### src/rtl/agu_arbiter_if.sv
// Shared packet types plus the bundle of request, issue and writeback
// signals between the reservation stations, the AGU and the arbiter.
package agu_arbiter_pkg;
  localparam int TAG_WIDTH = 4;

  typedef struct packed {
    logic [TAG_WIDTH-1:0] dest_tag;
    logic [3:0]           opcode;
    logic [15:0]          imm;
  } instruction_t;

  typedef struct packed {
    logic                 is_valid;
    logic [TAG_WIDTH-1:0] dest_tag;
    logic [31:0]          data;
  } writeback_packet_t;
endpackage

interface agu_arbiter_if;
  import agu_arbiter_pkg::*;

  // Handshake: a requester holds req high until its own result returns on
  // its agu_port; grant pulses for exactly the cycle the packet is issued.
  logic                 flush;
  logic                 cache_stall;
  logic [TAG_WIDTH-1:0] rob_head;
  logic                 ld_req;
  instruction_t         ld_pkt;
  logic                 ld_grant;
  logic                 st_req;
  instruction_t         st_pkt;
  logic                 st_grant;
  logic                 agu_stall;
  logic                 agu_issue_valid;
  instruction_t         agu_issue_pkt;
  writeback_packet_t    agu_result;
  writeback_packet_t    ld_agu_port;
  writeback_packet_t    st_agu_port;
  logic                 agu_busy;

  modport slave (
    input  flush, cache_stall, rob_head, ld_req, ld_pkt, st_req, st_pkt,
           agu_stall, agu_result,
    output ld_grant, st_grant, agu_issue_valid, agu_issue_pkt,
           ld_agu_port, st_agu_port, agu_busy
  );

  modport master (
    output flush, cache_stall, rob_head, ld_req, ld_pkt, st_req, st_pkt,
           agu_stall, agu_result,
    input  ld_grant, st_grant, agu_issue_valid, agu_issue_pkt,
           ld_agu_port, st_agu_port, agu_busy
  );
endinterface

### src/rtl/agu_arbiter.sv
// Shares one AGU between the load and store reservation stations, tracks the
// owner of each in-flight op and routes results back, dropping flushed ones.
module agu_arbiter
  import agu_arbiter_pkg::*;
#(
  parameter int MAX_INFLIGHT = 2,
  parameter int CNT_W        = 2
) (
  input logic          clk,
  input logic          rst,
  agu_arbiter_if.slave bus
);

  // Owner FIFO is a shift register: bit 0 is the oldest op (0 = LD, 1 = ST).
  logic [MAX_INFLIGHT-1:0] fifo_q, fifo_d;
  logic [CNT_W-1:0]        occ_q, occ_d;
  logic [CNT_W-1:0]        drop_q, drop_d;
  logic                    busy_ld_q, busy_ld_d;
  logic                    busy_st_q, busy_st_d;
  logic                    rr_q, rr_d;

  logic             elig_ld, elig_st, hit_ld, hit_st;
  logic             res_v, pop, can_issue, grant, win_st;
  logic [CNT_W-1:0] occ_after_pop;

  always_comb begin
    elig_ld       = bus.ld_req & ~busy_ld_q;
    elig_st       = bus.st_req & ~busy_st_q;
    hit_ld        = elig_ld & (bus.ld_pkt.dest_tag == bus.rob_head);
    hit_st        = elig_st & (bus.st_pkt.dest_tag == bus.rob_head);
    res_v         = bus.agu_result.is_valid;
    pop           = res_v & ~bus.flush & (drop_q == '0) & (occ_q != '0);
    occ_after_pop = occ_q - CNT_W'(pop);
    can_issue     = ~bus.flush & ~bus.cache_stall & ~bus.agu_stall &
                    (drop_q == '0) & (occ_after_pop < CNT_W'(MAX_INFLIGHT));

    // The ROB-head match beats everything; a tie falls through to rr.
    if (hit_ld != hit_st)       win_st = hit_st;
    else if (elig_ld != elig_st) win_st = elig_st;
    else                         win_st = rr_q;
    grant = can_issue & (elig_ld | elig_st);

    bus.ld_grant        = grant & ~win_st;
    bus.st_grant        = grant & win_st;
    bus.agu_issue_valid = grant;
    bus.agu_issue_pkt   = '0;
    if (grant) bus.agu_issue_pkt = win_st ? bus.st_pkt : bus.ld_pkt;

    bus.ld_agu_port = '0;
    bus.st_agu_port = '0;
    if (pop) begin
      if (fifo_q[0]) bus.st_agu_port = bus.agu_result;
      else           bus.ld_agu_port = bus.agu_result;
    end
    bus.agu_busy = (occ_q != '0) | (drop_q != '0);
  end

  always_comb begin
    fifo_d    = fifo_q;
    occ_d     = occ_q;
    drop_d    = drop_q;
    busy_ld_d = busy_ld_q;
    busy_st_d = busy_st_q;
    rr_d      = rr_q;
    if (bus.flush) begin
      // Everything outstanding becomes a drop; a result landing now uses one up.
      fifo_d    = '0;
      occ_d     = '0;
      busy_ld_d = 1'b0;
      busy_st_d = 1'b0;
      drop_d    = drop_q + occ_q -
                  CNT_W'(res_v & ((drop_q != '0) | (occ_q != '0)));
    end else begin
      if (res_v && drop_q != '0) drop_d = drop_q - CNT_W'(1);
      if (pop) begin
        fifo_d = fifo_q >> 1;
        if (fifo_q[0]) busy_st_d = 1'b0;
        else           busy_ld_d = 1'b0;
      end
      if (grant) begin
        for (int i = 0; i < MAX_INFLIGHT; i++) begin
          if (occ_after_pop == CNT_W'(i)) fifo_d[i] = win_st;
        end
        if (win_st) busy_st_d = 1'b1;
        else        busy_ld_d = 1'b1;
        rr_d = ~win_st;
      end
      occ_d = occ_after_pop + CNT_W'(grant);
    end
  end

  always_ff @(posedge clk) begin
    if (rst) begin
      fifo_q    <= '0;
      occ_q     <= '0;
      drop_q    <= '0;
      busy_ld_q <= 1'b0;
      busy_st_q <= 1'b0;
      rr_q      <= 1'b0;
    end else begin
      fifo_q    <= fifo_d;
      occ_q     <= occ_d;
      drop_q    <= drop_d;
      busy_ld_q <= busy_ld_d;
      busy_st_q <= busy_st_d;
      rr_q      <= rr_d;
    end
  end

endmodule

### src/flat_wrapper.sv
// flat-port wrapper written by rule: the top's interface ports become plain ports
module agu_arbiter_flat import agu_arbiter_pkg::*;
#(
  parameter int MAX_INFLIGHT = 2,
  parameter int CNT_W        = 2
)
  (clk, rst, bus_flush, bus_cache_stall, bus_rob_head, bus_ld_req, bus_ld_pkt, bus_st_req, bus_st_pkt, bus_agu_stall, bus_agu_result, bus_ld_grant, bus_st_grant, bus_agu_issue_valid, bus_agu_issue_pkt, bus_ld_agu_port, bus_st_agu_port, bus_agu_busy);
  agu_arbiter_if bus_i ();
  input logic clk;
  input logic rst;
  input wire logic [$bits(bus_i.flush)-1:0] bus_flush;
  input wire logic [$bits(bus_i.cache_stall)-1:0] bus_cache_stall;
  input wire logic [$bits(bus_i.rob_head)-1:0] bus_rob_head;
  input wire logic [$bits(bus_i.ld_req)-1:0] bus_ld_req;
  input wire logic [$bits(bus_i.ld_pkt)-1:0] bus_ld_pkt;
  input wire logic [$bits(bus_i.st_req)-1:0] bus_st_req;
  input wire logic [$bits(bus_i.st_pkt)-1:0] bus_st_pkt;
  input wire logic [$bits(bus_i.agu_stall)-1:0] bus_agu_stall;
  input wire logic [$bits(bus_i.agu_result)-1:0] bus_agu_result;
  output wire logic [$bits(bus_i.ld_grant)-1:0] bus_ld_grant;
  output wire logic [$bits(bus_i.st_grant)-1:0] bus_st_grant;
  output wire logic [$bits(bus_i.agu_issue_valid)-1:0] bus_agu_issue_valid;
  output wire logic [$bits(bus_i.agu_issue_pkt)-1:0] bus_agu_issue_pkt;
  output wire logic [$bits(bus_i.ld_agu_port)-1:0] bus_ld_agu_port;
  output wire logic [$bits(bus_i.st_agu_port)-1:0] bus_st_agu_port;
  output wire logic [$bits(bus_i.agu_busy)-1:0] bus_agu_busy;
  assign bus_i.flush = bus_flush;
  assign bus_i.cache_stall = bus_cache_stall;
  assign bus_i.rob_head = bus_rob_head;
  assign bus_i.ld_req = bus_ld_req;
  assign bus_i.ld_pkt = bus_ld_pkt;
  assign bus_i.st_req = bus_st_req;
  assign bus_i.st_pkt = bus_st_pkt;
  assign bus_i.agu_stall = bus_agu_stall;
  assign bus_i.agu_result = bus_agu_result;
  assign bus_ld_grant = bus_i.ld_grant;
  assign bus_st_grant = bus_i.st_grant;
  assign bus_agu_issue_valid = bus_i.agu_issue_valid;
  assign bus_agu_issue_pkt = bus_i.agu_issue_pkt;
  assign bus_ld_agu_port = bus_i.ld_agu_port;
  assign bus_st_agu_port = bus_i.st_agu_port;
  assign bus_agu_busy = bus_i.agu_busy;
  agu_arbiter #(.MAX_INFLIGHT(MAX_INFLIGHT), .CNT_W(CNT_W)) u_core (.clk(clk), .rst(rst), .bus(bus_i));
endmodule
### config.mk
export PLATFORM = sky130hd
export DESIGN_NAME = agu_arbiter_flat
export DESIGN_NICKNAME = d
export VERILOG_FILES = /design/src/rtl/agu_arbiter_if.sv /design/src/rtl/agu_arbiter.sv /design/src/flat_wrapper.sv
export SDC_FILE = /design/constraint.sdc
export NUM_CORES = 1
export LEC_CHECK = 0
export ABC_AREA = 1
export CAP_MARGIN = 10
export CORE_MARGIN = 5
export CORE_UTILIZATION = 29
export CTS_CLUSTER_SIZE = 16
export DETAILED_ROUTE_END_ITERATION = 16
export PLACE_DENSITY = 0.89
export SLEW_MARGIN = 40
export SYNTH_ARGS = -nofsm -noshare
export SYNTH_HDL_FRONTEND = slang
export SYNTH_SLANG_ARGS = --single-unit
### constraint.sdc
create_clock -name clk -period 3.7 [get_ports clk]
set_clock_uncertainty 0.2 [all_clocks]
set_input_delay 0.74 -clock clk [delete_from_list [all_inputs] [get_ports clk]]
set_output_delay 0.74 -clock clk [all_outputs]
set_load 0.005 [all_outputs]
==> results of run 1 <==
## final timing paths
check | slack [ps] | startpoint | endpoint | depth (start not counted)
min reg2reg | 270 | u_core.busy_st_q | u_core.busy_st_q | 2
max | 60 | bus_ld_req | bus_agu_issue_pkt[12] | 14
min | 270 | u_core.busy_st_q | u_core.busy_st_q | 2
max reg2reg | 1480 | u_core.drop_q[1] | u_core.drop_q[1] | 11
## per-stage QoR
step / hold slack (ps) / worst slack [ps] / total power [mW] / cells / utilization (%)
global route: 289 / -70.6 / 0.493 / 589 / 69.5
CTS: 268 / 0.146 / 0.464 / 589 / 70.4
floorplan: 244 / 698 / 0.192 / 308 / -
finish: 271 / 57.9 / 0.465 / 589 / 69.5
global placement: 258 / -352 / 0.343 / 582 / 69.0
detailed placement: 262 / -362 / 0.351 / 582 / 69.0
## logic make-up (layout without fill, tap and decap cells)
logic type,count (synthesis),count (layout),share of synthesized area (%)
AOI/OAI and AO/OA,10,10,3.47
xor gates and xnor gates,14,14,8.20
adders and majority gates,6,6,4.73
buffers and inverters,71,280,21.7
DFF,9,9,11.4
and+or+nand+nor,198,198,50.6
## flip-flops by register name, summed over array words and instances (netlist names)
register          count
u_core.busy_st_q      1
u_core.rr_q           1
u_core.occ_q          2
u_core.drop_q         2
u_core.fifo_q         2
u_core.busy_ld_q      1
## metal layers
layer	global-route usage (%)	up-vias	share of wire, %
li1	-	1306	-
met1	21.4	1115	37
met2	40.2	130	52
met3	4.74	19	8.2
met4	9.65	0	3.5
met5	0	-	0
## area by class of cell
cell class,count,area [um2],share of cell area [%]
clock buffer,4,45.0,1.20
inverter,59,226,6.03
multi-input combinational,228,1110,29.6
sequential,9,180,4.80
tap,72,90.1,2.40
timing repair buffer,217,2100,56.0
## power breakdown
| group | switching, mW | leakage [nW] | internal [mW] | total (mW) |
|---|---|---|---|---|
| sequential | 0.00488 | 0.0731 | 0.102 | 0.107 |
| combinational | 0.0939 | 1.81 | 0.147 | 0.241 |
| clock | 0.0422 | 0.0228 | 0.0753 | 0.118 |
| total | 0.141 | 1.91 | 0.324 | 0.465 |
## layout by cell type (no fill, tap or decap), types with 4 or more instances in the layout
cell type and n:
nor2_2 6, xnor2_1 9, a21oi_1 4, nand3_1 7, buf_12 6, buf_4 13
ha_1 4, clkbuf_2 16, clkdlybuf4s50_1 160, nand2_1 88, nor2_1 86, dlygate4sd2_1 16
dfxtp_1 9, xor2_1 4, inv_1 57
## cells in the mapped netlist
cell | n | share of area [%]
buf_6 | 9 | 6.4
nand2_2 | 3 | 1.2
buf_2 | 1 | 0.32
ha_1 | 6 | 4.7
xor2_1 | 4 | 2.2
nand3_1 | 7 | 2.2
buf_4 | 2 | 0.95
inv_1 | 57 | 13
xnor2_2 | 1 | 1.0
o21bai_1 | 1 | 0.47
a21boi_0 | 1 | 0.47
nand4_1 | 3 | 1.2
inv_2 | 1 | 0.24
nor2_4 | 1 | 0.71
nor2_2 | 4 | 1.6
xnor2_1 | 9 | 5.0
nor3_1 | 1 | 0.32
nor2_1 | 88 | 21
dfxtp_1 | 9 | 11
a21oi_1 | 4 | 1.3
o21ai_0 | 4 | 1.3
nand2_1 | 90 | 21
clkinv_2 | 1 | 0.32
nor2_8 | 1 | 1.3
## worst min-delay path: stages (launching register included)
cell	delay, ps
dfxtp_1	310
nand2_1	60
a21oi_1	50
## timing repair
action,4_1_cts,5_1_grt
cloned,1,0
pin swaps,13,4
endpoints found under the setup margin,26,44
buffers inserted,2,0
resized for setup,69,25
==> run metrics, run 1 <==
maximum number of pins on one net before global-route repair 38; Die Area 0.00705 mm2; number of synthesized register bits 9; result of the run complete, no violations; proportion of synthesized chip area in sequential cells a little under an eighth; core area between 0.005 and 0.006 mm2; transition time at the pin with the least slew margin about 310 ps; mean post-synth cell area between 5 and 6 um2; crit path DAT 2700 ps; post-place instance area approximately 0.0037 mm2; clk root buf clkbuf_8; cell area after layout 0.00376 mm2; hold buffers post-CTS 0; Total GRT Usage 21.1%; max-slew headroom at the worst pin 79.5%; Post-Synthesis Cell Area between 0.0015 and 0.002 mm2; total global routing overflow 0; master of the slowest instance on the critical path clkdlybuf4s50_1; number of primary I/O pins around 200; maximum number of buffers from clock root to sink 2; number of sinks on the clock net 9; number of vias per cell after detailed routing 4.36; slowest cell delay on critical path ~470 ps; clock insertion delay at the later pin of the skew report 240 ps; number of distinct library cells after synthesis 24; Largest delay share family, worst path buffers and inverters; number of buffers and inverters on the critical path 6; final critical delay including setup and external delays ~3600 ps; cell-by-cell listing of the critical path clkdlybuf4s50_1 -> nand2_2 -> buf_4 -> ha_4 -> nor2_2 -> inv_1 -> nor2_2 -> nand2_2 -> nor2_8 -> buf_4 -> buf_12 -> nand2_1 -> nand2_1 -> clkdlybuf4s15_1; via count of the first global-routing pass ~2.5k; post-synthesis instance total roughly 310; Antenna diodes 0; detail-routed net length per standard cell 13.5 um; final setup TNS 0 ps; routability congestion estimate from global placement about 0.92; RSZ-0062 raised after global routing yes; Die X between 80 and 90 um; layout overhead on the synthesized area 137%; count of synthesis-stage warnings from yosys 0; hold violation total from the final report 0; number of nets in the layout 620; effective utilization at floorplan around 29%; layout filler cell count 445; share of the cycle needed by the critical path after routing between 90 and 100%; DPL Wire Length 6820 um; crit path launch type input port; min-delay worst type register to register; Max Slew Vio Count 0; Max Cap Viol 0; Worst IR Drop VDD between 150 and 200 uV; chip height approximately 84 um; total leakage power around 1.9 nW; DRT iter0 DRCs 83; Synthesized Nets a little over 400; remaining number of nets flagged by the antenna check after routing 0; vias about 2.6k; wire length of the first global-routing pass between 10000 and 15000 um; Highest Clock Rate between 0.2 and 0.3 GHz; Critical Path End Type output pin; port bufs just under 200; type of the worst setup path input port to output pin; initial antenna violation count 0; clock-pin slew of the registers on the worst-case setup and hold paths approximately 40 ps; H-Tree Depth 1; CTS tree built; power density cells 124 mW/mm2; number of CTS-inserted buffers 3; maximum fanout encountered on the critical timing path 13; total wire length between 7000 and 8000 um; critical path data required time 2760 ps; DRT Pass-1 Iters 4; detailed-route DRC error count 0; Site Rows 27; final setup vio count 0; fraction of layout instances using a drive strength above 1 a little under an eighth
Note: power is estimated with default switching activity, not from simulation.
==> run 2, diff against run 1 <==
--- a/config.mk
+++ b/config.mk
@@ -5,13 +5,12 @@
 export SDC_FILE = /design/constraint.sdc
 export NUM_CORES = 1
 export LEC_CHECK = 0
-export ABC_AREA = 1
 export CAP_MARGIN = 10
 export CORE_MARGIN = 5
-export CORE_UTILIZATION = 29
+export CORE_UTILIZATION = 28
 export CTS_CLUSTER_SIZE = 16
 export DETAILED_ROUTE_END_ITERATION = 16
-export PLACE_DENSITY = 0.89
+export PLACE_DENSITY_LB_ADDON = 0.1
 export SLEW_MARGIN = 40
 export SYNTH_ARGS = -nofsm -noshare
 export SYNTH_HDL_FRONTEND = slang
==> run metrics, run 2 <==
result of the run complete, but fails checks; violations in the final reports negative setup slack; Max Cap Viol 0; chip height between 80 and 90 um; number of non-filler instances in the completed layout between 500 and 600; total leakage power ~1.8 nW; cell type contributing the most total cell area after synthesis and2_1; proportion of synthesized chip area in sequential cells 11.6%; mean post-synth cell area approximately 6.3 um2; core area 0.00544 mm2; transition time at the pin with the least slew margin roughly 380 ps; number of primary I/O pins between 150 and 200; Worst IR Drop VDD 181 uV; Top Registers u_core.drop_q x2, u_core.fifo_q x2, u_core.occ_q x2; remaining number of nets flagged by the antenna check after routing 0; Max Slew Vio Count 0; power density cells 183 mW/mm2; DRT iter0 DRCs 52; count of synthesis-stage warnings from yosys 0; clk root buf clkbuf_8; Post-synth EDFFs 0; Critical Path Source bus_st_pkt[20]; number of nets in the layout between 500 and 600; Commonest cells post-synth and2_1 (73), nand2_1 (53), a21oi_1 (28); Site Rows 27; destination of the critical timing path bus_agu_issue_pkt[6]; maximum fanout encountered on the critical timing path 4; layout overhead on the synthesized area 164%; Die X 84.4 um; leading cell types in the layout, fill and taps excluded clkdlybuf4s50_1 (155), and2_1 (73), nand2_1 (34); Highest Clock Rate about 0.26 GHz; crit path launch type input port; commonest non-fill, non-tap cell in the layout clkdlybuf4s50_1; number of vias per cell after detailed routing 4.69; Total GRT Usage 23.0%; hold_ws between 200 and 300 ps; routability congestion estimate from global placement 0.831; number of synthesized register bits 9; final setup TNS -1270 ps; port bufs ~200; DRT Pass-1 Iters 4; share of the cycle needed by the critical path after routing 104%; instance count after placement with tap cells included 520; H-Tree Depth 1; most frequent cell after synthesis and2_1; clock insertion delay at the later pin of the skew report around 240 ps; share of flip-flops with an asynchronous set or reset after synthesis 0%; fraction of layout instances using a drive strength above 1 about 30%; total wire length roughly 9000 um; number of distinct library cells after synthesis 33; number of sinks on the clock net 9; maximum number of pins on one net before global-route repair 38; wire length of the first global-routing pass between 10000 and 15000 um; detailed-route DRC error count 0; via count of the first global-routing pass ~2.7k; hold violation total from the final report 0; post-synthesis instance total roughly 240; RSZ-0062 raised after global routing yes; Critical R2R Capture u_core.rr_q; maximum number of buffers from clock root to sink 2; min-delay worst type register to register; Worst Reg-to-Reg Cells 13; critical path data required time approximately 2800 ps; clock-pin slew of the registers on the worst-case setup and hold paths approximately 50 ps; CTS tree built; final setup vio count 22; fraction of synthesized cell area taken by the top area cell type between 20% and 30%; layout filler cell count 399; Post-Synthesis Cell Area about 0.0015 mm2; Critical Path End Type output pin; reg-to-reg critical path startpoint u_core.busy_st_q; number of CTS-inserted buffers 3; final critical-path setup slack -152 ps; crit path DAT just under 3000 ps; vias ~2.6k; detail-routed net length per standard cell between 15 and 20 um; max-slew headroom at the worst pin roughly three quarters; type of the worst setup path input port to output pin; final critical delay including setup and external delays roughly 3900 ps; hold buffers post-CTS 0; Die Area 0.00712 mm2; effective utilization at floorplan between 20 and 30%; total global routing overflow 0; initial antenna violation count 0; main area contributors after synthesis and2_1 (29%), nand2_1 (13%), dfxtp_1 (12%); Synthesized Nets about 350; DPL Wire Length ~6700 um; Antenna diodes 0; Worst R2R Setup Slack 1070 ps; ys flop type dfxtp_1
## run 2: changes by cell type in the layout (fill, tap and decap cells not counted), sizes merged, moves of 3 or more
cell,delta
nand3,-4
dlygate4sd2,-10
and2,+73
xnor2,-3
buf,+57
nand2,-40
a21oi,+27
clkbuf,-14
nor2,-87
nor2b,+4
o21ai,-3
clkdlybuf4s50,-5
inv,-48
## run 2: final cells by class
| cell class | instances | area [um2] | area share, % |
|---|---|---|---|
| clock buffer | 4 | 45.0 | 1.10 |
| inverter | 10 | 37.5 | 0.918 |
| multi-input combinational | 209 | 1460 | 35.8 |
| sequential | 9 | 180 | 4.41 |
| tap | 72 | 90.1 | 2.20 |
| timing repair buffer | 243 | 2270 | 55.6 |
## run 2: kinds of logic (layout without fill, tap and decap cells)
group | count (synthesis) | count (layout) | synth area share, %
muxes | 2 | 2 | 1.29
adders and majority gates | 6 | 6 | 4.85
DFF | 9 | 9 | 11.6
xor gates and xnor gates | 11 | 11 | 6.22
buffers and inverters | 26 | 257 | 7.75
AOI/OAI and AO/OA | 40 | 40 | 16.6
and+or+nand+nor | 150 | 150 | 51.6
## run 2: per-layer routing
| layer | track usage (%) | wire (um) |
|---|---|---|
| met1 | 23.3 | 3250 |
| met2 | 43.0 | 4590 |
| met3 | 9.52 | 938 |
| met4 | 6.76 | 210 |
| met5 | 0 | 0 |
## run 2: worst min path at each step
stage                      from               end  slack (ps)  cells past startpoint
3_3_place_gp        u_core.rr_q       u_core.rr_q         260                      2
6_report            u_core.rr_q       u_core.rr_q         270                      2
5_1_grt        u_core.busy_ld_q  u_core.busy_ld_q         300                      2
4_1_cts        u_core.busy_ld_q  u_core.busy_ld_q         280                      2
2_1_floorplan       u_core.rr_q       u_core.rr_q         230                      2
3_5_place_dp   u_core.busy_ld_q  u_core.busy_ld_q         270                      2
## run 2: power breakdown
group          internal (mW)  switching, mW  total [mW]
sequential             0.108        0.00715       0.116
clock                 0.0755         0.0435       0.119
combinational          0.297          0.219       0.516
## run 2: through the flow
step | worst slack [ps] | cell area, um2 | utilization (%) | power (mW)
finish | -152 | 4090 | 75.2 | 0.750
global route | -224 | 4090 | 75.2 | 0.800
CTS | -74.6 | 3910 | 71.8 | 0.699
detailed placement | -957 | 3750 | 69.0 | 0.533
global placement | -814 | 3750 | 69.0 | 0.526
floorplan | 92.3 | 1550 | - | 0.308
## run 2: what timing repair did
| action | CTS | global route |
|---|---|---|
| resized for setup | 182 | 47 |
| pin swaps | 11 | 17 |
| cloned | 1 | 0 |
| setup buffers | 18 | 5 |
| endpoints found under the setup margin | 27 | 26 |
## run 2: critical path, cell delays in order
cell and delay (ps):
buf_8 100, a22o_1 240, nor4_2 270, ha_1 290, and3b_2 240, a311oi_4 330, buf_6 170, buf_6 100
buf_4 100, nand2_2 50, a21oi_2 150, buf_2 140
==> run 3, diff against run 2 <==
--- a/config.mk
+++ b/config.mk
@@ -7,7 +7,7 @@
 export LEC_CHECK = 0
 export CAP_MARGIN = 10
 export CORE_MARGIN = 5
-export CORE_UTILIZATION = 28
+export CORE_UTILIZATION = 26
 export CTS_CLUSTER_SIZE = 16
 export DETAILED_ROUTE_END_ITERATION = 16
 export PLACE_DENSITY_LB_ADDON = 0.1
@@ -15,3 +15,4 @@
 export SYNTH_ARGS = -nofsm -noshare
 export SYNTH_HDL_FRONTEND = slang
 export SYNTH_SLANG_ARGS = --single-unit
+export TNS_END_PERCENT = 5
==> constraint.sdc (replaced) <==
create_clock -name clk -period 3.6 [get_ports clk]
set_clock_uncertainty 0.2 [all_clocks]
set_input_delay 0.72 -clock clk [delete_from_list [all_inputs] [get_ports clk]]
set_output_delay 0.72 -clock clk [all_outputs]
set_load 0.005 [all_outputs]
==> run metrics, run 3 (synthesized netlist as in run 2, its figures left out) <==
CP most frequent cell buf_6; power density cells 183 mW/mm2; final setup vio count 25; Antenna diodes 0; initial antenna violation count 0; result of the run complete, but fails checks; Die Area approximately 0.0076 mm2; hold buffers post-CTS 0; final critical delay including setup and external delays ~3800 ps; DPL Wire Length a little over 7000 um; layout overhead on the synthesized area 154%; min-delay worst type register to register; post-place instance area approximately 0.0038 mm2; maximum number of buffers from clock root to sink 2; DRT iter0 DRCs 52; number of CTS-inserted buffers 3; effective utilization at floorplan around a quarter; commonest non-fill, non-tap cell in the layout clkdlybuf4s50_1; crit path launch type input port; chip height 87.2 um; Largest delay share family, worst path buffers and inverters; maximum number of pins on one net before global-route repair 39; number of primary I/O pins 198; crit path DAT about 2900 ps; detailed-route DRC error count 0; Worst IR Drop VDD roughly 180 uV; fraction of layout instances using a drive strength above 1 23.4%; transition time at the pin with the least slew margin ~480 ps; master of the slowest instance on the critical path a311oi_4; critical path data required time 2680 ps; Highest Clock Rate 0.264 GHz; routability congestion estimate from global placement ~0.80; slowest cell delay on critical path roughly 380 ps; number of nets in the layout between 500 and 600; total leakage power 1.74 nW; hold violation total from the final report 0; type of the worst setup path input port to output pin; DRT Pass-1 Iters 4; clock insertion delay at the later pin of the skew report ~240 ps; Die X roughly 87 um; remaining number of nets flagged by the antenna check after routing 0; number of vias per cell after detailed routing ~4.5; share of the cycle needed by the critical path after routing 105%; total global routing overflow 0; Top Registers u_core.drop_q x2, u_core.fifo_q x2, u_core.occ_q x2; leading cell types in the layout, fill and taps excluded clkdlybuf4s50_1 (157), and2_1 (73), nand2_1 (49); max-slew headroom at the worst pin about two thirds; vias about 2.4k; maximum fanout encountered on the critical timing path 4; Total GRT Usage approximately 22%; Max Slew Vio Count 0; CTS tree built; Max Cap Viol 0; number of sinks on the clock net 9; core area 0.00585 mm2; Site Rows 28; number of buffers and inverters on the critical path 7; clk root buf clkbuf_8; post-place setup slack -992 ps; via count of the first global-routing pass approximately 2.5k; clock-pin slew of the registers on the worst-case setup and hold paths about 40 ps; RSZ-0062 raised after global routing yes; final critical-path setup slack -194 ps; cell-by-cell listing of the critical path buf_8 -> inv_4 -> buf_6 -> o221ai_2 -> nor4_2 -> ha_1 -> and3b_2 -> a311oi_4 -> buf_4 -> buf_6 -> buf_6 -> nand2_4 -> a21oi_2 -> buf_2; total wire length ~8900 um; violations in the final reports negative setup slack; wire length of the first global-routing pass 13200 um; Critical Path End Type output pin; cell area after layout ~0.0039 mm2; detail-routed net length per standard cell about 16 um; port bufs approximately 200; H-Tree Depth 1
run 3: cell types whose count changed in the layout (fill, tap and decap cells not counted), sizes merged:
cell | previous run | this run
buf | 80 | 79
clkbuf | 6 | 5
clkdlybuf4s15 | 0 | 2
clkdlybuf4s50 | 155 | 157
dlygate4sd2 | 6 | 3
run 3: worst paths after layout:
check | cells after the start | end | startpoint | slack [ps]
worst max-delay path | 14 | bus_agu_issue_pkt[1] | bus_rob_head[0] | -190
worst min-delay path | 2 | u_core.busy_ld_q | u_core.busy_ld_q | 270
worst max register to register | 11 | u_core.busy_st_q | u_core.busy_st_q | 990
worst min register to register | 2 | u_core.busy_ld_q | u_core.busy_ld_q | 270
run 3: tightest hold or removal path, cell delays in order (launching register included):
cell and delay, ps:
dfxtp_1 300, nand2b_1 60, a21oi_1 60
run 3: stage by stage:
step	util, %	cells	hold slack (ps)	total power, mW	TNS [ps]
final	67.3	549	267	0.720	-2350
after global routing	67.3	549	290	0.782	-6260
after floorplan	-	244	226	0.316	0
after CTS	66.4	547	269	0.714	-2210
after detailed placement	64.6	526	265	0.555	-24670
after global placement	64.6	526	255	0.543	-22440
run 3: per-layer routing:
metal | global-route usage [%] | vias up | share of wire [%]
li1 | - | 1247 | -
met1 | 23.5 | 1070 | 36
met2 | 42.9 | 119 | 53
met3 | 7.19 | 13 | 9.9
met4 | 3.35 | 0 | 1.4
met5 | 0 | - | 0
run 3: timing repair:
item	4_1_cts	5_1_grt
pin swaps	15	12
setup endpoints to repair	27	32
cloned	1	0
setup buffers	16	2
gates resized for setup	169	16
run 3: final cells by class:
class | count | area [um2]
timing repair buffer | 242 | 2240
fill | 504 | 1910
multi-input combinational | 209 | 1340
sequential | 9 | 180
tap | 75 | 93.8
clock buffer | 4 | 45.0
inverter | 10 | 40.0
run 3: report_power, final:
part           internal (mW)  switching [mW]  leakage [nW]
registers              0.112         0.00761        0.0728
clock network         0.0774          0.0425        0.0228
logic                  0.283           0.197          1.64
